<file path="src/rtl/sample_fetch_buffer.sv">
// Fetches NUM_CH samples per conversion-done strobe from a latency-RD_LAT RAM into a shadow
// bank, then publishes the whole frame at once; also reads and classifies one diagnostic word.
module sample_fetch_buffer #(
  parameter int unsigned NUM_CH    = 6,
  parameter int unsigned DATA_W    = 22,
  parameter int unsigned RAM_W     = 24,
  parameter int unsigned ADDR_W    = 3,
  parameter int unsigned RD_LAT    = 1,
  parameter int unsigned DIAG_ADDR = 6,
  parameter int unsigned DIAG_W    = 14
) (
  input  logic                     clk,
  input  logic                     in_reset_n,
  input  logic [1:0]               in_data_control,
  input  logic                     in_strm_dn,
  input  logic [RAM_W-1:0]         in_strm_data,
  output logic [ADDR_W-1:0]        out_addr,
  output logic [NUM_CH*DATA_W-1:0] out_samples,
  output logic                     new_samples,
  output logic [1:0]               out_diag_er,
  output logic [DIAG_W-1:0]        out_er_data,
  output logic                     out_overrun
);

  localparam logic [2:0] StIdle     = 3'd0;
  localparam logic [2:0] StWaitDn   = 3'd1;
  localparam logic [2:0] StFetch    = 3'd2;
  localparam logic [2:0] StDone     = 3'd3;
  localparam logic [2:0] StDiagRd   = 3'd4;
  localparam logic [2:0] StDiagHold = 3'd5;

  localparam logic [1:0] ModeClr  = 2'b00;
  localparam logic [1:0] ModeDiag = 2'b01;
  localparam logic [1:0] ModeStrm = 2'b10;
  localparam logic [1:0] ModeHold = 2'b11;

  localparam logic [2:0]        LastSlot = 3'(RD_LAT);
  localparam logic [ADDR_W-1:0] LastCh   = ADDR_W'(NUM_CH - 1);
  localparam logic [ADDR_W-1:0] DiagAddr = ADDR_W'(DIAG_ADDR);

  logic [2:0]               state_q, state_d;
  logic [ADDR_W-1:0]        ch_q, ch_d;
  logic [2:0]               slot_q, slot_d;
  logic [ADDR_W-1:0]        addr_q, addr_d;
  logic [NUM_CH*DATA_W-1:0] shadow_q, shadow_d;
  logic [NUM_CH*DATA_W-1:0] samples_q, samples_d;
  logic                     new_q, new_d;
  logic [1:0]               diag_er_q, diag_er_d;
  logic [DIAG_W-1:0]        er_data_q, er_data_d;
  logic                     overrun_q, overrun_d;

  // Upper RAM bits are intentionally dropped.
  logic data_unused;
  assign data_unused = ^in_strm_data;

  always_comb begin
    state_d   = state_q;
    ch_d      = ch_q;
    slot_d    = slot_q;
    addr_d    = addr_q;
    shadow_d  = shadow_q;
    samples_d = samples_q;
    new_d     = 1'b0;
    diag_er_d = diag_er_q;
    er_data_d = er_data_q;
    overrun_d = overrun_q;

    if (in_data_control == ModeHold) begin
      new_d = new_q;
    end else if (in_data_control == ModeClr) begin
      state_d   = StIdle;
      ch_d      = '0;
      slot_d    = '0;
      addr_d    = '0;
      shadow_d  = '0;
      samples_d = '0;
      diag_er_d = 2'b00;
      er_data_d = '0;
      overrun_d = 1'b0;
    end else begin
      if ((state_q == StFetch || state_q == StDone) && in_strm_dn) overrun_d = 1'b1;
      case (state_q)
        StIdle, StWaitDn: begin
          addr_d = '0;
          if (in_data_control == ModeDiag) begin
            state_d = StDiagRd;
            addr_d  = DiagAddr;
            slot_d  = '0;
          end else if (state_q == StWaitDn && in_strm_dn) begin
            state_d = StFetch;
            ch_d    = '0;
            slot_d  = '0;
          end else begin
            state_d = StWaitDn;
          end
        end
        StFetch: begin
          if (in_data_control == ModeDiag) begin
            // Abort: shadow contents are simply never published.
            state_d = StDiagRd;
            addr_d  = DiagAddr;
            slot_d  = '0;
            ch_d    = '0;
          end else if (slot_q == LastSlot) begin
            for (int unsigned k = 0; k < NUM_CH; k++) begin
              if (ch_q == ADDR_W'(k)) shadow_d[k*DATA_W +: DATA_W] = in_strm_data[DATA_W-1:0];
            end
            slot_d = '0;
            if (ch_q == LastCh) begin
              state_d   = StDone;
              samples_d = shadow_d;
              new_d     = 1'b1;
              addr_d    = '0;
              ch_d      = '0;
            end else begin
              ch_d   = ch_q + 1'b1;
              addr_d = ch_q + 1'b1;
            end
          end else begin
            slot_d = slot_q + 3'd1;
          end
        end
        StDone: begin
          if (in_data_control == ModeDiag) begin
            state_d = StDiagRd;
            addr_d  = DiagAddr;
            slot_d  = '0;
          end else begin
            state_d = StWaitDn;
            addr_d  = '0;
          end
        end
        StDiagRd: begin
          if (in_data_control == ModeStrm) begin
            state_d = StWaitDn;
            addr_d  = '0;
            slot_d  = '0;
          end else if (slot_q == LastSlot) begin
            er_data_d = in_strm_data[DIAG_W-1:0];
            diag_er_d = (in_strm_data[DIAG_W-1:0] == '0) ? 2'b10 : 2'b01;
            state_d   = StDiagHold;
            slot_d    = '0;
          end else begin
            slot_d = slot_q + 3'd1;
          end
        end
        StDiagHold: begin
          if (in_data_control == ModeStrm) begin
            state_d = StWaitDn;
            addr_d  = '0;
          end
        end
        default: state_d = StIdle;
      endcase
    end
  end

  always_ff @(posedge clk) begin
    if (!in_reset_n) begin
      state_q   <= StIdle;
      ch_q      <= '0;
      slot_q    <= '0;
      addr_q    <= '0;
      shadow_q  <= '0;
      samples_q <= '0;
      new_q     <= 1'b0;
      diag_er_q <= 2'b00;
      er_data_q <= '0;
      overrun_q <= 1'b0;
    end else begin
      state_q   <= state_d;
      ch_q      <= ch_d;
      slot_q    <= slot_d;
      addr_q    <= addr_d;
      shadow_q  <= shadow_d;
      samples_q <= samples_d;
      new_q     <= new_d;
      diag_er_q <= diag_er_d;
      er_data_q <= er_data_d;
      overrun_q <= overrun_d;
    end
  end

  assign out_addr    = addr_q;
  assign out_samples = samples_q;
  assign new_samples = new_q;
  assign out_diag_er = diag_er_q;
  assign out_er_data = er_data_q;
  assign out_overrun = overrun_q;

endmodule
</file>
<file path="config.mk">
export PLATFORM = sky130hd
export DESIGN_NAME = sample_fetch_buffer
export DESIGN_NICKNAME = d
export VERILOG_FILES = /design/src/rtl/sample_fetch_buffer.sv
export SDC_FILE = /design/constraint.sdc
export NUM_CORES = 1
export LEC_CHECK = 0
export CAP_MARGIN = 5
export CORE_MARGIN = 4
export CORE_UTILIZATION = 55
export DETAILED_ROUTE_END_ITERATION = 6
export GPL_TIMING_DRIVEN = 0
export PLACE_DENSITY = 0.8
export SYNTH_ARGS = -nofsm -noshare
export SYNTH_HDL_FRONTEND = slang
export SYNTH_SLANG_ARGS = --single-unit
</file>
<file path="constraint.sdc">
create_clock -name clk -period 3.9 [get_ports clk]
set_clock_uncertainty 0.2 [all_clocks]
set_input_delay 0.585 -clock clk [delete_from_list [all_inputs] [get_ports clk]]
set_output_delay 0.585 -clock clk [all_outputs]
set_load 0.05 [all_outputs]
</file>
# Word level (Yosys, flattened, before mapping)

Index checks and enable logic that the tools add are counted.

$add $sub $neg: 2
Multipliers: 0
Divide/modulo/power cells: 0
Magnitude comparators: 0
Eq/ne operators: 25
Shifts and indexed selects: 0
Mux-type cells: 61
Bitwise gates (word level): 1
Reductions and logical operators: 26

Operators by type and width:

| cell                                           | number |
|---|---|
| 2-to-1 mux 132 bit                             | 9 |
| 2-to-1 mux 22 bit                              | 6 |
| 2-to-1 mux 3 bit                               | 25 |
| 2-to-1 mux 14 bit                              | 4 |
| AND reduction 4 bit                            | 4 |
| case mux 3 bit (5 select lines)                | 1 |
| AND reduction 5 bit                            | 3 |
| logical NOT 14 bit                             | 1 |
| == test 3 x 2 -> 1 bit (second input constant) | 4 |
| == test 3 bit (second input constant)          | 4 |
| 2-to-1 mux 2 bit                               | 6 |
| case mux 3 bit (4 select lines)                | 1 |
| nonzero test 2 bit                             | 5 |
| == test 3 x 1 -> 1 bit (second input constant) | 3 |
| != test 3 bit (second input constant)          | 3 |
| case mux 3 bit (3 select lines)                | 1 |
| != test 4 x 2 -> 1 bit (second input constant) | 2 |
| != test 4 bit (second input constant)          | 2 |
| 2-to-1 mux 1 bit                               | 7 |
| adder 3 x 1 -> 3 bit (second input constant)   | 2 |
| logical NOT 3 bit                              | 2 |
| case mux 3 bit (2 select lines)                | 1 |
| nonzero test 5 bit                             | 1 |
| == test 2 bit (second input constant)          | 2 |
| 13 further kinds                               | 16 |

Register bits after elaboration: 294
Bits in latches: 0
RAM bits: 0
Bits in read-only memories: 0
Input port bits: 29
Output and inout bits: 153
Logic and storage cells: 125
Memories kept: 0

# Logic depth before layout (Yosys ltp)

Word-level depth: 7
Mapped depth: 9
Gate-level depth less buffers: 7

# Least setup slack after synthesis

No wires, ideal clock.

Kind: register to register
Start: reg slot_q[0]
End: reg shadow_q[102]
Library setup time: 0.115 ns
Arrival: 2.212 ns
Data required time: 3.585 ns
Path slack: 1.373 ns
Cell stages (with the launch flop): 9
Path buffers: 3
Clock period less this slack: 2.527 ns
Cell sequence: dfxtp_1 or3b_1 or4_1 buf_4 or4_4 buf_6 buf_6 nand3_1 o21ai_2

Word-level cells in the longest chain between the ends: 3

Ends and longest elaborated chain:

| element                       | RTL line | source |
|---|---|---|
| start: declaration            | 43       | `logic [2:0] slot_q, slot_d;` |
| start signal: assignment      | 173      | `slot_q <= slot_d;` |
| == test 3 x 1 -> 1 bit        | 104      | `end else if (slot_q == LastSlot) begin` |
| nonzero test 2 bit (no line)  | n/a      |  |
| AND reduction 4 bit (no line) | n/a      |  |
| end signal: assignment        | 175      | `shadow_q <= shadow_d;` |
| end: declaration              | 45       | `logic [NUM_CH*DATA_W-1:0] shadow_q, shadow_d;` |

No other way between the ends.
A chain may end at the register's enable or synchronous reset.

# Worst setup path in the final report

Start: reg slot_q[0]
End: reg samples_q[105], in the netlist out_samples[105]

Word-level cells in the longest chain between the ends: 3

Ends and longest elaborated chain:

| element                       | RTL line | source |
|---|---|---|
| == test 3 x 1 -> 1 bit        | 104      |  |
| nonzero test 2 bit (no line)  | n/a      |  |
| AND reduction 5 bit (no line) | n/a      |  |
| end signal: assignment        | 176      | `samples_q <= samples_d;` |
| end: declaration              | 46       | `logic [NUM_CH*DATA_W-1:0] samples_q, samples_d;` |

No other way between the ends.

==> results.py <==
metrics = {
    "worst_setup_path": {
        "arrival_ns": 3.16,
        "rrSetupSlack_ns": 0.99,
        "cpMaxStageDelayCell": "or4_1",
        "ff2ff_path_depth": 8,
        "cp_max_fo": 10,
        "crit_start": "slot_q[0]$_SDFFE_PN0P_",
        "cp-end-kind": "flip-flop",
        "worstPathRequired_ns": 4.16,
        "reg2reg_from": "slot_q[0]$_SDFFE_PN0P_",
        "cp-start-kind": "flip-flop",
        "r2r_end": "out_samples[105]$_SDFFE_PN0P_",
        "worstSetupPathType": "reg2reg",
        "endpoint": "out_samples[105]$_SDFFE_PN0P_",
        "cp_cell_sequence": "or3b_1 > or4_1 > buf_4 > nor2_2 > buf_2 > buf_2 > nand2_1 > a21oi_1",
        "slowest_delay_ns": 0.50,
        "crit_top_cell": "buf_2",
    },
    "global_route": {
        "grt_pass1_vias": 9336,
        "grt_start_max_net_pins": 15,
        "grt_remaining_overflow": 0,
        "grt_pass1_wl_um": 49850,
        "grtUsageTotal_pct": 28.44,
        "antenna_found_initial": 0,
    },
    "min_path": {
        "hold_class": "reg2reg",
    },
    "synth": {
        "yosys-top-cells-count": "dfxtp_1, nand2_1, nor2_1, mux2i_1, clkbuf_1",
        "yosysTopAreaCellShare_pct": 51.21,
        "ys_types": 49,
        "async_flop_share_pct": 0,
        "postSynthCellCount": 1210,
        "yosys_warnings": 0,
        "synthMostInstantiatedCell": "dfxtp_1",
        "syn_area_mm2": 0.01063,
        "syn-num-nets": 1240,
        "ys_ff_latch": 272,
        "yosysSeqAreaShare_pct": 51.21,
        "synth-edff-count": 0,
        "syn_avg_cell_area_um2": 8.788,
        "synth_top_cell_by_area": "dfxtp_1",
        "synth_top_cells_by_area": "dfxtp_1, mux2i_1, nand2_1",
        "ys_dominant_reg_cell": "dfxtp_1",
    },
    "clock_tree": {
        "clkTransAtPathRegs_ns": 0.06,
        "cts_tree": "done",
        "clock_sinks": 272,
        "cts_root_buf": "clkbuf_16",
        "htree_levels": 1,
        "cts_setup_buffers": 0,
        "cts_max_path_buffers": 3,
        "clk_latency_ns": 0.54,
        "hold_buffers": 0,
        "numCtsBuffers": 27,
        "cts_resized": 0,
    },
    "routing": {
        "vias": 9510,
        "met2_length_um": 14700,
        "drt-total-wl_um": 31880,
        "avgRoutedWirePerCell_um": 19.01,
        "dr.max_layer_used": "met4",
        "wl_met1_um": 13200,
        "drc": 0,
        "met3_length_um": 2747,
        "antenna_left": 0,
        "drt_iter0_markers": 748,
        "viasPerCell": 5.671,
        "drt_pass1_iterations": 7,
    },
    "outcome": {
        "status": "finished clean",
    },
    "pwr": {
        "combinationalPowerShare_pct": 4.1,
        "power.switching_w": 0.001270,
        "p_sw_share_pct": 22.45,
        "clkPwrFrac_pct": 46.7,
        "power_density_mw_per_mm2": 420.3,
        "p_int_w": 0.004386,
        "peakVddDrop_mv": 0.3604,
        "seq_power_share_pct": 49.2,
        "p_leak_nw": 4.417,
    },
    "timing": {
        "relSlewSlack_pct": 33.99,
        "max_freq_mhz": 344.1,
        "maxSlewViolCount": 0,
        "tightest_slew_ns": 0.9901,
        "rsz0062_at_grt": "false",
        "finalWorstSetupSlack_ns": 0.9936,
        "hold_viol": 0,
        "final.setup.tns_ns": 0,
        "fin_crit_ns": 2.906,
        "period_share_pct": 74.52,
        "setup_viol": 0,
    },
    "floorplanning": {
        "rows": 50,
        "start_util_pct": 56.47,
        "ios": 182,
        "die_y_um": 147.1,
        "die_w_um": 147.1,
        "dieArea_mm2": 0.02162,
        "core_area_mm2": 0.01883,
    },
    "layout": {
        "syn_to_final_growth_pct": 26.54,
        "regArea_mm2": 0.005445,
        "insertedDiodeCount": 0,
        "nets": 1428,
        "drive_above_1_share_pct": 6.987,
        "n_fill_cell": 1478,
        "multi_input_area_mm2": 0.004597,
        "final_cell_area_mm2": 0.01346,
    },
    "place": {
        "dpl_cell_area_mm2": 0.01255,
        "detailed_place_hpwl_um": 22180,
        "routabilityCongestion": 0.9140,
        "pre_cts_ws_ns": 0.6970,
        "place.port_buffers": 159,
    },
    "job": {
        "max-cap-violations": 0,
    },
}
[cells in the final DEF, fill, tap and decap left out, types with 2 or more instances in the layout]
| cell type | instances |
|---|---|
| inv_1 | 6 |
| clkbuf_8 | 8 |
| o21ai_0 | 30 |
| a22oi_1 | 14 |
| nor4_1 | 4 |
| bufinv_16 | 2 |
| nor2b_1 | 21 |
| a31oi_1 | 2 |
| o221ai_1 | 2 |
| a21oi_1 | 71 |
| nor2_1 | 149 |
| buf_6 | 5 |
| buf_2 | 23 |
| buf_4 | 10 |
| nand2b_1 | 4 |
| nand3b_1 | 4 |
| nor2_2 | 2 |
| nand3_1 | 49 |
| clkbuf_1 | 82 |
| nor3_1 | 10 |
| o22ai_1 | 4 |
| buf_1 | 8 |
| nand2_1 | 210 |
| a211oi_1 | 46 |
| o21ai_1 | 11 |
| mux2i_1 | 114 |
| nand4_1 | 2 |
| and2_1 | 3 |
| clkbuf_16 | 27 |
| nand4b_1 | 2 |
| dfxtp_1 | 272 |
| clkdlybuf4s50_1 | 159 |
| nor4bb_1 | 2 |
| o21ai_2 | 11 |
| a311oi_1 | 22 |
| clkinv_2 | 4 |
| nor3b_1 | 2 |
[kinds of logic (layout without fill, tap and decap cells)]
group                    Yosys count  in the layout  share of synthesized area (%)
AND/OR/NAND/NOR                  474            474                          19.16
AO/OA/AOI/OAI                    219            219                          13.23
flip-flops                       272            272                          51.21
adder cells (fa/ha/maj)            1              1                         0.1176
buffers and inverters            130            337                          5.565
multiplexers                     114            114                          10.73
[sequential cells by signal, summed over array words and instances (netlist names)]
| signal | count |
|---|---|
| out_overrun | 1 |
| new_samples | 1 |
| out_samples | 132 |
| ch_q | 3 |
| state_q | 3 |
| out_er_data | 14 |
| out_diag_er | 2 |
| out_addr | 3 |
| shadow_q | 110 |
| slot_q | 3 |
[cell type report]
type	instances	share of cell area, %
multi-input cells	808	34.16
flip-flops and latches	272	40.46
well taps	260	2.417
inverters	6	0.1674
clock buffers	39	5.951
repair buffers	159	11.83
clock inverters	9	0.7810
plain buffers	124	4.231
[power groups by stage]
| stage | logic [W] | registers [W] | clock network (W) |
|---|---|---|---|
| CTS | 0.000226 | 0.00278 | 0.00264 |
| global placement | 0.000224 | 0.00285 | 0 |
| finish | 0.000232 | 0.00278 | 0.00264 |
| detailed placement | 0.000225 | 0.00285 | 0 |
| floorplan | 0.000131 | 0.00285 | 0 |
| global route | 0.000246 | 0.00278 | 0.00276 |
[through the flow]
step | hold WS, ns | total power, W | utilization (%) | instances
after global routing | 0.2767 | 0.005790 | 71.46 | 1677
after detailed placement | 0.2467 | 0.003071 | 66.65 | 1629
after global placement | 0.2420 | 0.003070 | 66.65 | 1629
after CTS | 0.2549 | 0.005655 | 71.46 | 1677
final | 0.2528 | 0.005655 | 71.46 | 1677
after floorplan | 0.2321 | 0.002982 | - | 1210
[how the worst min path moves through the flow]
stage / to / slack [ns] / start / cells past startpoint
after floorplan: out_samples[0]$_SDFFE_PN0P_ / 0.23 / shadow_q[0]$_SDFFE_PN0P_ / 2
after global placement: out_samples[128]$_SDFFE_PN0P_ / 0.24 / out_samples[128]$_SDFFE_PN0P_ / 2
after detailed placement: out_samples[92]$_SDFFE_PN0P_ / 0.25 / out_samples[92]$_SDFFE_PN0P_ / 2
after CTS: out_samples[92]$_SDFFE_PN0P_ / 0.25 / out_samples[92]$_SDFFE_PN0P_ / 2
after global routing: out_samples[102]$_SDFFE_PN0P_ / 0.28 / shadow_q[102]$_SDFFE_PN0P_ / 2
final: out_samples[19]$_SDFFE_PN0P_ / 0.25 / out_samples[19]$_SDFFE_PN0P_ / 2
[critical path, delay by kind of cell, from the launching register on]
kind / cells / cell delay (ns)
flops: 1 / 0.41
compound gates: 1 / 0.16
buf+inv: 3 / 0.83
simple gates: 4 / 1.24
[routing by layer]
layer  vias to the layer above  GRT usage (%)
met3                        87          6.693
met4                         0          10.62
li1                       4489              -
met2                       426          45.81
met5                         -              0
met1                      4508          37.47
Power figures use the tool's default switching activity.
